===== src/rtl/seg7_mux_driver_if.sv =====
// Display-value bus from a core register or CPU peripheral into seg7_mux_driver.
// The master drives value/dp/digit_en and strobes load; the driver is the slave.
interface seg7_mux_driver_if #(
    parameter int unsigned NUM_DIGITS = 4
);
    logic [4*NUM_DIGITS-1:0] value;
    logic [NUM_DIGITS-1:0]   dp;
    logic [NUM_DIGITS-1:0]   digit_en;
    logic                    load;

    modport master (output value, output dp, output digit_en, output load);
    modport slave  (input  value, input  dp, input  digit_en, input  load);
endinterface


===== src/rtl/seg7_mux_driver.sv =====
// Time-multiplexed N-digit 7-segment driver with blanking guard bands and frame-aligned double buffering.
// Optional leading-zero blanking is built in when SEG7_LEADING_ZERO_BLANK_EN is defined.
module seg7_mux_driver #(
    parameter int unsigned NUM_DIGITS     = 4,
    parameter int unsigned DIGIT_CYCLES   = 8192,
    parameter int unsigned BLANK_CYCLES   = 256,
    parameter bit          SEG_ACTIVE_LOW = 1'b1,
    parameter bit          DIG_ACTIVE_LOW = 1'b0
) (
    input  logic                  clk,
    input  logic                  rst,
    seg7_mux_driver_if.slave      bus,
    output logic [6:0]            seg,
    output logic                  seg_dp,
    output logic [NUM_DIGITS-1:0] dig_sel,
    output logic                  frame_start
);
    localparam int unsigned SLOT_W = (NUM_DIGITS > 1) ? $clog2(NUM_DIGITS) : 1;
    localparam int unsigned CYC_W  = $clog2(DIGIT_CYCLES);
    localparam int unsigned VAL_W  = 4 * NUM_DIGITS;

    localparam logic [6:0]            SEG_OFF = SEG_ACTIVE_LOW ? 7'h7F : 7'h00;
    localparam logic                  DP_OFF  = SEG_ACTIVE_LOW;
    localparam logic [NUM_DIGITS-1:0] DIG_OFF = DIG_ACTIVE_LOW ? {NUM_DIGITS{1'b1}} : {NUM_DIGITS{1'b0}};

    // Active-high gfedcba pattern for one hex nibble.
    function automatic logic [6:0] decode(input logic [3:0] nib);
        logic [6:0] s;
        case (nib)
            4'h0: s = 7'b0111111;
            4'h1: s = 7'b0000110;
            4'h2: s = 7'b1011011;
            4'h3: s = 7'b1001111;
            4'h4: s = 7'b1100110;
            4'h5: s = 7'b1101101;
            4'h6: s = 7'b1111101;
            4'h7: s = 7'b0000111;
            4'h8: s = 7'b1111111;
            4'h9: s = 7'b1101111;
            4'hA: s = 7'b1110111;
            4'hB: s = 7'b1111100;
            4'hC: s = 7'b0111001;
            4'hD: s = 7'b1011110;
            4'hE: s = 7'b1111001;
            default: s = 7'b1110001;
        endcase
        return s;
    endfunction

`ifdef SEG7_LEADING_ZERO_BLANK_EN
    // Zero digits above the most significant enabled non-zero digit; digit 0 always shown.
    function automatic logic [NUM_DIGITS-1:0] lz_mask(input logic [VAL_W-1:0] v,
                                                      input logic [NUM_DIGITS-1:0] en);
        logic [NUM_DIGITS-1:0] m;
        logic                  seen;
        m    = '0;
        seen = 1'b0;
        for (int i = NUM_DIGITS - 1; i > 0; i--) begin
            if (en[i] && (v[4*i +: 4] != 4'h0)) seen = 1'b1;
            if (!seen && (v[4*i +: 4] == 4'h0)) m[i] = 1'b1;
        end
        return m;
    endfunction
`endif

    logic [SLOT_W-1:0]     slot_q, slot_d;
    logic [CYC_W-1:0]      cyc_q, cyc_d;
    logic [VAL_W-1:0]      pend_value_q, pend_value_d;
    logic [NUM_DIGITS-1:0] pend_dp_q, pend_dp_d;
    logic [NUM_DIGITS-1:0] pend_en_q, pend_en_d;
    logic                  pend_valid_q, pend_valid_d;
    logic [VAL_W-1:0]      disp_value_q, disp_value_d;
    logic [NUM_DIGITS-1:0] disp_dp_q, disp_dp_d;
    logic [NUM_DIGITS-1:0] disp_en_q, disp_en_d;
    logic [NUM_DIGITS-1:0] disp_blank_q, disp_blank_d;
    logic [6:0]            seg_d;
    logic                  seg_dp_d;
    logic [NUM_DIGITS-1:0] dig_sel_d;
    logic                  frame_start_d;

    logic                  boundary;
    logic [3:0]            cur_nib;
    logic                  cur_en, cur_dp, cur_blank;
    logic [NUM_DIGITS-1:0] cur_onehot;
    logic [6:0]            seg_act;
    logic                  dp_act;

    always_ff @(posedge clk) begin
        if (rst) begin
            slot_q       <= '0;
            cyc_q        <= '0;
            pend_value_q <= '0;
            pend_dp_q    <= '0;
            pend_en_q    <= '0;
            pend_valid_q <= 1'b0;
            disp_value_q <= '0;
            disp_dp_q    <= '0;
            disp_en_q    <= '0;
            disp_blank_q <= '0;
            seg          <= SEG_OFF;
            seg_dp       <= DP_OFF;
            dig_sel      <= DIG_OFF;
            frame_start  <= 1'b0;
        end else begin
            slot_q       <= slot_d;
            cyc_q        <= cyc_d;
            pend_value_q <= pend_value_d;
            pend_dp_q    <= pend_dp_d;
            pend_en_q    <= pend_en_d;
            pend_valid_q <= pend_valid_d;
            disp_value_q <= disp_value_d;
            disp_dp_q    <= disp_dp_d;
            disp_en_q    <= disp_en_d;
            disp_blank_q <= disp_blank_d;
            seg          <= seg_d;
            seg_dp       <= seg_dp_d;
            dig_sel      <= dig_sel_d;
            frame_start  <= frame_start_d;
        end
    end

    always_comb begin
        slot_d        = slot_q;
        cyc_d         = cyc_q;
        pend_value_d  = pend_value_q;
        pend_dp_d     = pend_dp_q;
        pend_en_d     = pend_en_q;
        pend_valid_d  = pend_valid_q;
        disp_value_d  = disp_value_q;
        disp_dp_d     = disp_dp_q;
        disp_en_d     = disp_en_q;
        disp_blank_d  = disp_blank_q;
        seg_d         = SEG_OFF;
        seg_dp_d      = DP_OFF;
        dig_sel_d     = dig_sel;
        frame_start_d = 1'b0;
        cur_nib       = 4'h0;
        cur_en        = 1'b0;
        cur_dp        = 1'b0;
        cur_blank     = 1'b0;
        cur_onehot    = '0;
        seg_act       = 7'h00;
        dp_act        = 1'b0;

        boundary = (slot_q == '0) && (cyc_q == '0);

        if (cyc_q == CYC_W'(DIGIT_CYCLES - 1)) begin
            cyc_d  = '0;
            slot_d = (slot_q == SLOT_W'(NUM_DIGITS - 1)) ? '0 : slot_q + SLOT_W'(1);
        end else begin
            cyc_d = cyc_q + CYC_W'(1);
        end

        // Swap uses the pending set from before this edge; a coincident load lands next frame.
        if (boundary && pend_valid_q) begin
            disp_value_d = pend_value_q;
            disp_dp_d    = pend_dp_q;
            disp_en_d    = pend_en_q;
`ifdef SEG7_LEADING_ZERO_BLANK_EN
            disp_blank_d = lz_mask(pend_value_q, pend_en_q);
`else
            disp_blank_d = '0;
`endif
            pend_valid_d = 1'b0;
        end
        if (bus.load) begin
            pend_value_d = bus.value;
            pend_dp_d    = bus.dp;
            pend_en_d    = bus.digit_en;
            pend_valid_d = 1'b1;
        end

        for (int unsigned i = 0; i < NUM_DIGITS; i++) begin
            if (slot_q == SLOT_W'(i)) begin
                cur_nib       = disp_value_q[4*i +: 4];
                cur_en        = disp_en_q[i];
                cur_dp        = disp_dp_q[i];
                cur_blank     = disp_blank_q[i];
                cur_onehot[i] = 1'b1;
            end
        end

        frame_start_d = boundary;

        // Cycle 0 of a slot keeps the previous digit select while segments are dark.
        if (cyc_q != '0) begin
            dig_sel_d = cur_en ? cur_onehot : '0;
            if (DIG_ACTIVE_LOW) dig_sel_d = ~dig_sel_d;
        end

        if ((cyc_q >= CYC_W'(BLANK_CYCLES)) && cur_en) begin
            seg_act = cur_blank ? 7'h00 : decode(cur_nib);
            dp_act  = cur_dp;
        end
        seg_d    = SEG_ACTIVE_LOW ? ~seg_act : seg_act;
        seg_dp_d = SEG_ACTIVE_LOW ? ~dp_act : dp_act;
    end
endmodule


===== src/flat_wrapper.sv =====
// flat-port wrapper written by rule: the top's interface ports become plain ports
module seg7_mux_driver_flat 
#(
    parameter int unsigned NUM_DIGITS     = 4,
    parameter int unsigned DIGIT_CYCLES   = 8192,
    parameter int unsigned BLANK_CYCLES   = 256,
    parameter bit          SEG_ACTIVE_LOW = 1'b1,
    parameter bit          DIG_ACTIVE_LOW = 1'b0
)
  (clk, rst, seg, seg_dp, dig_sel, frame_start, bus_value, bus_dp, bus_digit_en, bus_load);
  seg7_mux_driver_if #(.NUM_DIGITS(NUM_DIGITS)) bus_i ();
  input  logic clk;
  input  logic rst;
  output logic [6:0] seg;
  output logic seg_dp;
  output logic [NUM_DIGITS-1:0] dig_sel;
  output logic frame_start;
  input wire logic [$bits(bus_i.value)-1:0] bus_value;
  input wire logic [$bits(bus_i.dp)-1:0] bus_dp;
  input wire logic [$bits(bus_i.digit_en)-1:0] bus_digit_en;
  input wire logic [$bits(bus_i.load)-1:0] bus_load;
  assign bus_i.value = bus_value;
  assign bus_i.dp = bus_dp;
  assign bus_i.digit_en = bus_digit_en;
  assign bus_i.load = bus_load;
  seg7_mux_driver #(.NUM_DIGITS(NUM_DIGITS), .DIGIT_CYCLES(DIGIT_CYCLES), .BLANK_CYCLES(BLANK_CYCLES), .SEG_ACTIVE_LOW(SEG_ACTIVE_LOW), .DIG_ACTIVE_LOW(DIG_ACTIVE_LOW)) u_core (.clk(clk), .rst(rst), .bus(bus_i), .seg(seg), .seg_dp(seg_dp), .dig_sel(dig_sel), .frame_start(frame_start));
endmodule

===== config.mk =====
export PLATFORM = sky130hd
export DESIGN_NAME = seg7_mux_driver_flat
export DESIGN_NICKNAME = d
export VERILOG_FILES = /design/src/rtl/seg7_mux_driver_if.sv /design/src/rtl/seg7_mux_driver.sv /design/src/flat_wrapper.sv
export SDC_FILE = /design/constraint.sdc
export NUM_CORES = 1
export LEC_CHECK = 0
export ABC_AREA = 1
export CAP_MARGIN = 30
export CORE_MARGIN = 1
export CORE_UTILIZATION = 45
export DETAILED_ROUTE_END_ITERATION = 10
export DONT_BUFFER_PORTS = 1
export PLACE_DENSITY = 0.58
export SYNTH_ARGS = -nofsm -noshare
export SYNTH_HDL_FRONTEND = slang
export SYNTH_SLANG_ARGS = --single-unit

===== constraint.sdc =====
create_clock -name clk -period 2.7 [get_ports clk]
set_clock_uncertainty 0.1 [all_clocks]
set_input_delay 0.27 -clock clk [delete_from_list [all_inputs] [get_ports clk]]
set_output_delay 0.27 -clock clk [all_outputs]
set_load 0.01 [all_outputs]

; ---- Word-level counts from Yosys, hierarchy flattened
; Memories as Yosys holds them, arrays and structs flattened.
; Index checks and enable logic that the tools add are counted.
[totals]
memories = 1
input_bits = 27
romBits = 112
reg_bits = 77
word_cells = 53
[op_classes]
bitwise = 2
eq_ne = 4
reduce_logical = 8
magnitude_cmp = 1
muxes = 22
addsub = 2
[mem_list]
columns = memory, words, word_bits, read_ports, rd_ports_with_merged_regs, write_ports, line
row1 = (no name shown), 16, 7, 1, 0, 0, seg7_mux_driver.sv:29  ; case (nib)
[ops]
columns = operator, count
row1 = two-way mux 4 bit, 5
row2 = two-way mux 1 bit, 15
row3 = adder 13 x 1 -> 13 bit (second input constant), 1
row4 = == test 13 bit (second input constant), 1
row5 = >= comparator 13 x 9 -> 1 bit (second input constant), 1
row6 = logical NOT 13 bit, 1
row7 = nonzero test 13 bit, 1
row8 = two-way mux 7 bit, 1
row9 = inverter 7 bit, 1
row10 = == test 2 bit (second input constant), 2
row11 = logical AND 1 bit, 3
row12 = adder 2 x 1 -> 2 bit (second input constant), 1
row13 = == test 2 x 1 -> 1 bit (second input constant), 1
row14 = logical NOT 2 bit, 1
row15 = two-way mux 2 bit, 1
row16 = nonzero test 2 bit, 1
row17 = OR reduction 2 bit, 1
row18 = inverter 1 bit, 1

; ---- Longest topological paths before layout
; Gate-level depths: netlist (run 1).
[logic_depth]
ltp_word = 8
ltp_mapped = 13

; ---- Least setup slack after synthesis (run 1)
; Ideal clock, no wire load.
[synth_timing]
path_kind = flip-flop to flip-flop
startpoint = register u_core.slot_q[0]
endpoint = register u_core.seg[3]
required_ns = 2.478
setup_ns = 0.122
slack_ns = 0.699
path_buffers = 1
arrival_ns = 1.779
path_stages_with_launch = 13
period_less_slack_ns = 2.001
path_cell_list = dfxtp_1 > inv_1 > ha_1 > buf_2 > inv_1 > nand3_1 > a21oi_2 > inv_1 > ha_1 > nand2_1 > nand2_1 > nand2_1 > nand3_1
[synth_via]
elab_chain_cells = 8
word_cells_on_any_way = 16
[synth_rtl]
columns = element, line
row1 = "start, declared", seg7_mux_driver.sv:66  ; logic [SLOT_W-1:0] slot_q, slot_d;
row2 = "start signal, assigned", seg7_mux_driver.sv:105  ; slot_q <= slot_d;
row3 = logical NOT 2 bit, seg7_mux_driver.sv:174  ; if (slot_q == SLOT_W'(i)) begin
row4 = two-way mux 4 bit / two-way mux 1 bit (equally long branches) (4 in a row), seg7_mux_driver.sv:174
row5 = memory read (16 x 7 bit) / logical AND 1 bit (equally long branches), --
row6 = two-way mux 7 bit *, seg7_mux_driver.sv:191  ; if ((cyc_q >= CYC_W'(BLANK_CYCLES)) && cur_en) begin
row7 = inverter 7 bit *, seg7_mux_driver.sv:195  ; seg_d = SEG_ACTIVE_LOW ? ~seg_act : seg_act;
row8 = "end signal, assigned", seg7_mux_driver.sv:115  ; seg <= seg_d;
row9 = "end, declared", seg7_mux_driver.sv:13  ; output logic [6:0] seg,
; Every way passes the cells marked *; elsewhere a longest branch is shown, timed or not.
; A chain may end at the register's enable or synchronous reset.

; ---- Worst setup path in the final report (run 1)
; Same ends and word-level chain as after synthesis.

==> impl_metrics.toml, run 1 <==
[setup_path]
cp.arrival_ns = 2.38
cp-startpoint = "u_core.slot_q[0]"
worst-path-max-fanout = 8
crit_type = "reg2reg"
crit_path_end_kind = "register"
crit_required_ns = 2.84
cp-start-kind = "register"
reg2reg_from = "u_core.slot_q[0]"

[final_layout]
antenna_cells = 0
drive_gt1_share_pct = 9.35
final_util_pct = 56.9
fin_nets = 569
fillers = 706
area_delta_synth_final_pct = 20.7

[clock_tree]
cts_tree = "done"
clk_latency_ns = 0.35
cts-root-buf = "clkbuf_8"
clk_pin_slew_ns = 0.08
cts_setup_buffers = 0
hold_buffers = 49
clock_sinks = 77
cts_made_buffers = 9
cts_resized = 0
htreeDepth = 3
clock_path_buffers = 2

[detailed_routing]
wl_mm = 7.15
drtIter0Drc = 72
via_count = 2908
drcViolationCount = 0
wire_per_inst_um = 11.3
avgViaCountPerCell = 4.59
detail-route-antenna-nets = 0
drtPass1Iterations = 4

[logic_synthesis]
ys_seq_area_share_pct = 44.6
synth_top_cell_by_area = "dfxtp_1"
synth_common_cells = "nand2_1, nor2_1, dfxtp_1"
synth_cell_types = 30
postSynth.asyncResetShare_pct = 0
synth_most_common_cell = "nand2_1"
synth_flop_cell = "dfxtp_1"
synthTopCellsByArea = "dfxtp_1, nand2_1, nor2_1"
syn_avg_cell_area_um2 = 7.11
yosysWarnings = 0
syn_nets = 525
synth.top_cell.area_share_pct = 44.6
syn_area_mm2 = 0.00345
ys_ff_latch = 77
synth_edf_count = 0
syn_inst = 486

[timing]
period_minus_slack_ns = 2.25
max_clock_freq_mhz = 445
max_slew_margin_pct = 70.1
grt_setup_unrepaired = "no"
final_max_slew_viol_count = 0
tns_ns = 0
setup-violations-final = 0
period_share_pct = 83.3
worst_pin_slew_ns = 0.449
hold_viol_final = 0

[global_routing]
antenna_found_initial = 0
grt_pass1_wl_mm = 11.9
overflow = 0
grt_pass1_vias = 2675
grt_usage_pct = 19.6
grt_max_degree = 51

[placed_design]
hpwl_mm = 4.63
io_buffers = 0
gp_congestion = 0.842

[power_and_ir_drop]
leakage_uw = 0.00191
power_density_mw_per_mm2 = 556
vdd_drop_max_v = 0.000339

[floorplan]
core_area_mm2 = 0.00733
die_w_um = 89.6
fp.dieArea_mm2 = 0.00803
die_h_um = 89.6
io_pins = 40
rows = 31
initial_core_util_pct = 47.1

[job]
max_cap_viol_count = 0

[run_status]
status = "complete, no violations"

[hold_path]
hp-class = "in2reg"
hp-start = "rst"
-- stage by stage --
step	instances	hold WS [ns]	setup WS, ns	area [um^2]	power [uW]
2_1_floorplan	486	0.239	0.699	3450	1460
3_3_place_gp	569	0.241	0.591	3510	1500
3_5_place_dp	569	0.243	0.473	3510	1500
4_1_cts	634	0.103	0.461	4170	2340
5_1_grt	634	0.147	0.197	4170	2440
6_report	634	0.121	0.452	4170	2320
-- per-layer routing --
metal,global-route usage (%),wire length [um],vias up
met2,31.5,3210,54
li1,-,-,1591
met4,6.06,97,0
met1,25.0,3570,1254
met5,0,0,-
met3,6.31,266,9
-- cells by family after synthesis --
logic type | count (synthesis) | share of synthesized area [%]
compound gates | 52 | 8.00
xor+xnor | 4 | 1.01
fa+ha+maj | 12 | 4.35
buf+inv | 71 | 8.66
flops | 77 | 44.6
simple gates | 270 | 33.4
-- report_power, final --
group | total (uW) | internal [uW] | switching [uW]
clock network | 779 | 334 | 445
logic | 301 | 134 | 167
registers | 1240 | 1200 | 38.3
-- path summary, 6_finish.rpt --
check	endpoint	slack, ns	cells after the start
setup / recovery	u_core.seg[3]	0.45	11
hold / removal	u_core.dig_sel[0]	0.12	3
setup reg to reg	u_core.seg[3]	0.45	11
hold reg to reg	u_core.cyc_q[0]	0.38	1
-- critical path, cell delays in order (launching register included) --
cell and delay, ns:
dfxtp_1 0.38, inv_1 0.09, ha_1 0.30, inv_1 0.19, nand3_1 0.13, a21oi_2 0.27, inv_1 0.13, ha_1 0.31
nand2_1 0.07, nand2_1 0.04, nand2_1 0.05, nand3_1 0.06
-- final cells by class --
type	instances	area (um^2)	area share (%)
clock buffer	9	124	2.97
clock inverter	7	50.0	1.20
inverter	53	199	4.77
multi-input combinational	338	1610	38.7
sequential	77	1540	37.0
tap	99	124	2.97
timing repair buffer	51	518	12.4
-- cell usage in the layout, fill, tap and decap left out, drive strengths merged --
master / count
o211ai: 4
nor3: 3
or2: 1
clkinv: 4
nand4: 4
nor2: 115
o22ai: 2
clkbuf: 9
ha: 12
nand2: 121
and2: 1
buf: 2
o21ai: 29
dlygate4sd3: 49
a21oi: 17
nand3: 23
dfxtp: 77
clkinvlp: 3
inv: 53
nand3b: 1
xor2: 3
nor3b: 1
xnor2: 1
-- flip-flops by register name (all words and copies together), names as in the netlist --
name	flops
u_core.disp_en_q	4
u_core.cyc_q	13
u_core.seg	7
u_core.pend_dp_q	4
u_core.disp_value_q	16
u_core.pend_value_q	16
u_core.pend_en_q	4
u_core.pend_valid_q	1
u_core.slot_q	2
u_core.seg_dp	1
u_core.dig_sel	4
u_core.disp_dp_q	4
u_core.frame_start	1
Power figures use the tool's default switching activity.
==> run 2, diff against run 1 <==
==> constraint.sdc (replaced) <==
create_clock -name clk -period 2.2 [get_ports clk]
set_clock_uncertainty 0.1 [all_clocks]
set_input_delay 0.22 -clock clk [delete_from_list [all_inputs] [get_ports clk]]
set_output_delay 0.22 -clock clk [all_outputs]
set_load 0.01 [all_outputs]
==> impl_metrics.toml, run 2 (same netlist as run 1, synthesis figures left out) <==
[timing]
worst_pin_slew_ns = 0.455
holdWs_ns = 0.122
period_share_pct = 91.2
period_minus_slack_ns = 2.01
grt_setup_unrepaired = "no"
final_max_slew_viol_count = 0
tns_ns = 0
setup-violations-final = 0
hold_viol_final = 0
max_slew_margin_pct = 69.7
max_clock_freq_mhz = 498

[placed_design]
io_buffers = 0
gp_congestion = 0.983
hpwl_mm = 4.72

[global_routing]
antenna_found_initial = 0
grt_pass1_wl_mm = 12.2
grt_pass1_vias = 2620
grt_usage_pct = 20.0
grt_max_degree = 50
overflow = 0

[clock_tree]
clock_path_buffers = 2
cts_made_buffers = 9
clock_sinks = 77
cts-root-buf = "clkbuf_8"
clk_latency_ns = 0.35
cts_tree = "done"
clk_pin_slew_ns = 0.07
htreeDepth = 3

[final_layout]
final_cell_mix = "nand2_1, nor2_1, dfxtp_1"
antenna_cells = 0
final_util_pct = 58.0
multi_input_area_mm2 = 0.00165
ff_latch_area_mm2 = 0.00155
mostFrequentLayoutCell = "nand2_1"
fin_nets = 573
drive_gt1_share_pct = 11.2
fillers = 699
area_delta_synth_final_pct = 23.1
reg_top3 = "u_core.disp_value_q: 16 flops, u_core.pend_value_q: 16 flops, u_core.cyc_q: 13 flops"

[setup_path]
crit_path_end_kind = "register"
crit_required_ns = 2.39
cpPeakStageDelay_ns = 0.38
slowest_stage = "dfxtp_4"
cp.arrival_ns = 2.19
cp-start-kind = "register"
crit_type = "reg2reg"
path_cells = "inv_1, ha_2, inv_2, nand3_1, a21oi_4, inv_1, ha_1, o21ai_0, nand2_1, nand2_1"
worst-path-max-fanout = 8

[power_and_ir_drop]
leakage_uw = 0.00194
vdd_drop_max_v = 0.000392
power_density_mw_per_mm2 = 693

[floorplan]
initial_core_util_pct = 47.1
die_w_um = 89.6
die_h_um = 89.6
io_pins = 40
fp.dieArea_mm2 = 0.00803
core_area_mm2 = 0.00733
rows = 31

[hold_path]
hp-class = "in2reg"

[detailed_routing]
via_count = 2970
wire_per_inst_um = 11.5
wl_mm = 7.35
drcViolationCount = 0
detail-route-antenna-nets = 0
drtPass1Iterations = 4
avgViaCountPerCell = 4.66
drtIter0Drc = 116

[run_status]
status = "complete, no violations"

[job]
max_cap_viol_count = 0
run 2: changes by cell type in the layout (fill, tap and decap cells not counted), moves of 2 or more:
cell / before / now
nand2_1: 119 / 117
buf_4: 1 / 5
ha_1: 12 / 9
nand2_2: 2 / 4
clkinvlp_4: 3 / 0
ha_2: 0 / 2
run 2: routing by layer:
metal  up-vias  GRT usage [%]  share of wire (%)  wire length, um
li1       1593              -                  -                -
met2        58           30.2                 45             3280
met4         0           8.37                1.6              114
met3        12           4.02                3.9              286
met5         -              0                  0                0
met1      1307           27.7                 50             3670
run 2: worst paths after layout:
path              cells after the start             start                 to  slack [ns]
setup / recovery                     10  u_core.slot_q[0]      u_core.seg[1]        0.19
hold / removal                        3               rst  u_core.dig_sel[0]        0.12
setup reg to reg                     10  u_core.slot_q[0]      u_core.seg[1]        0.19
hold reg to reg                       1   u_core.cyc_q[0]    u_core.cyc_q[0]        0.37
run 2: final cells by class:
class / instances / share of cell area [%]
Clock buffer: 11 / 3.32
Clock inverter: 4 / 1.15
Inverter: 53 / 4.68
Multi-Input combinational cell: 338 / 38.7
Sequential cell: 77 / 36.3
Tap cell: 99 / 2.91
Timing Repair Buffer: 55 / 12.9
run 2: power by group:
part	internal (uW)	switching, uW	leakage, uW
registers	1470	48.8	0.000632
clock network	547	502	0.0000992
logic	171	206	0.00121
run 2: timing repair:
item,4_1_cts,5_1_grt
hold buffers,49,0
buffers inserted,0,1
endpoints found under the hold margin,28,0
resized for setup,0,11
setup endpoints to repair,0,11
run 2: per-stage QoR:
| stage | cell area, um^2 | cells | power, uW | setup slack (ns) |
|---|---|---|---|---|
| 5_1_grt | 4250 | 637 | 3110 | 0.0169 |
| 3_3_place_gp | 3530 | 572 | 1840 | 0.162 |
| 2_1_floorplan | 3450 | 486 | 1790 | 0.199 |
| 4_1_cts | 4210 | 636 | 2960 | 0.0347 |
| 6_report | 4250 | 637 | 2950 | 0.193 |
| 3_5_place_dp | 3530 | 572 | 1850 | 0.0609 |
run 2: worst max-delay path: cells and delay by family (launching register included):
family	cells	cell delay [ns]
AOI/OAI and AO/OA	2	0.37
adders and majority gates	2	0.54
buffers and inverters	3	0.30
DFF	1	0.38
and+or+nand+nor	3	0.26
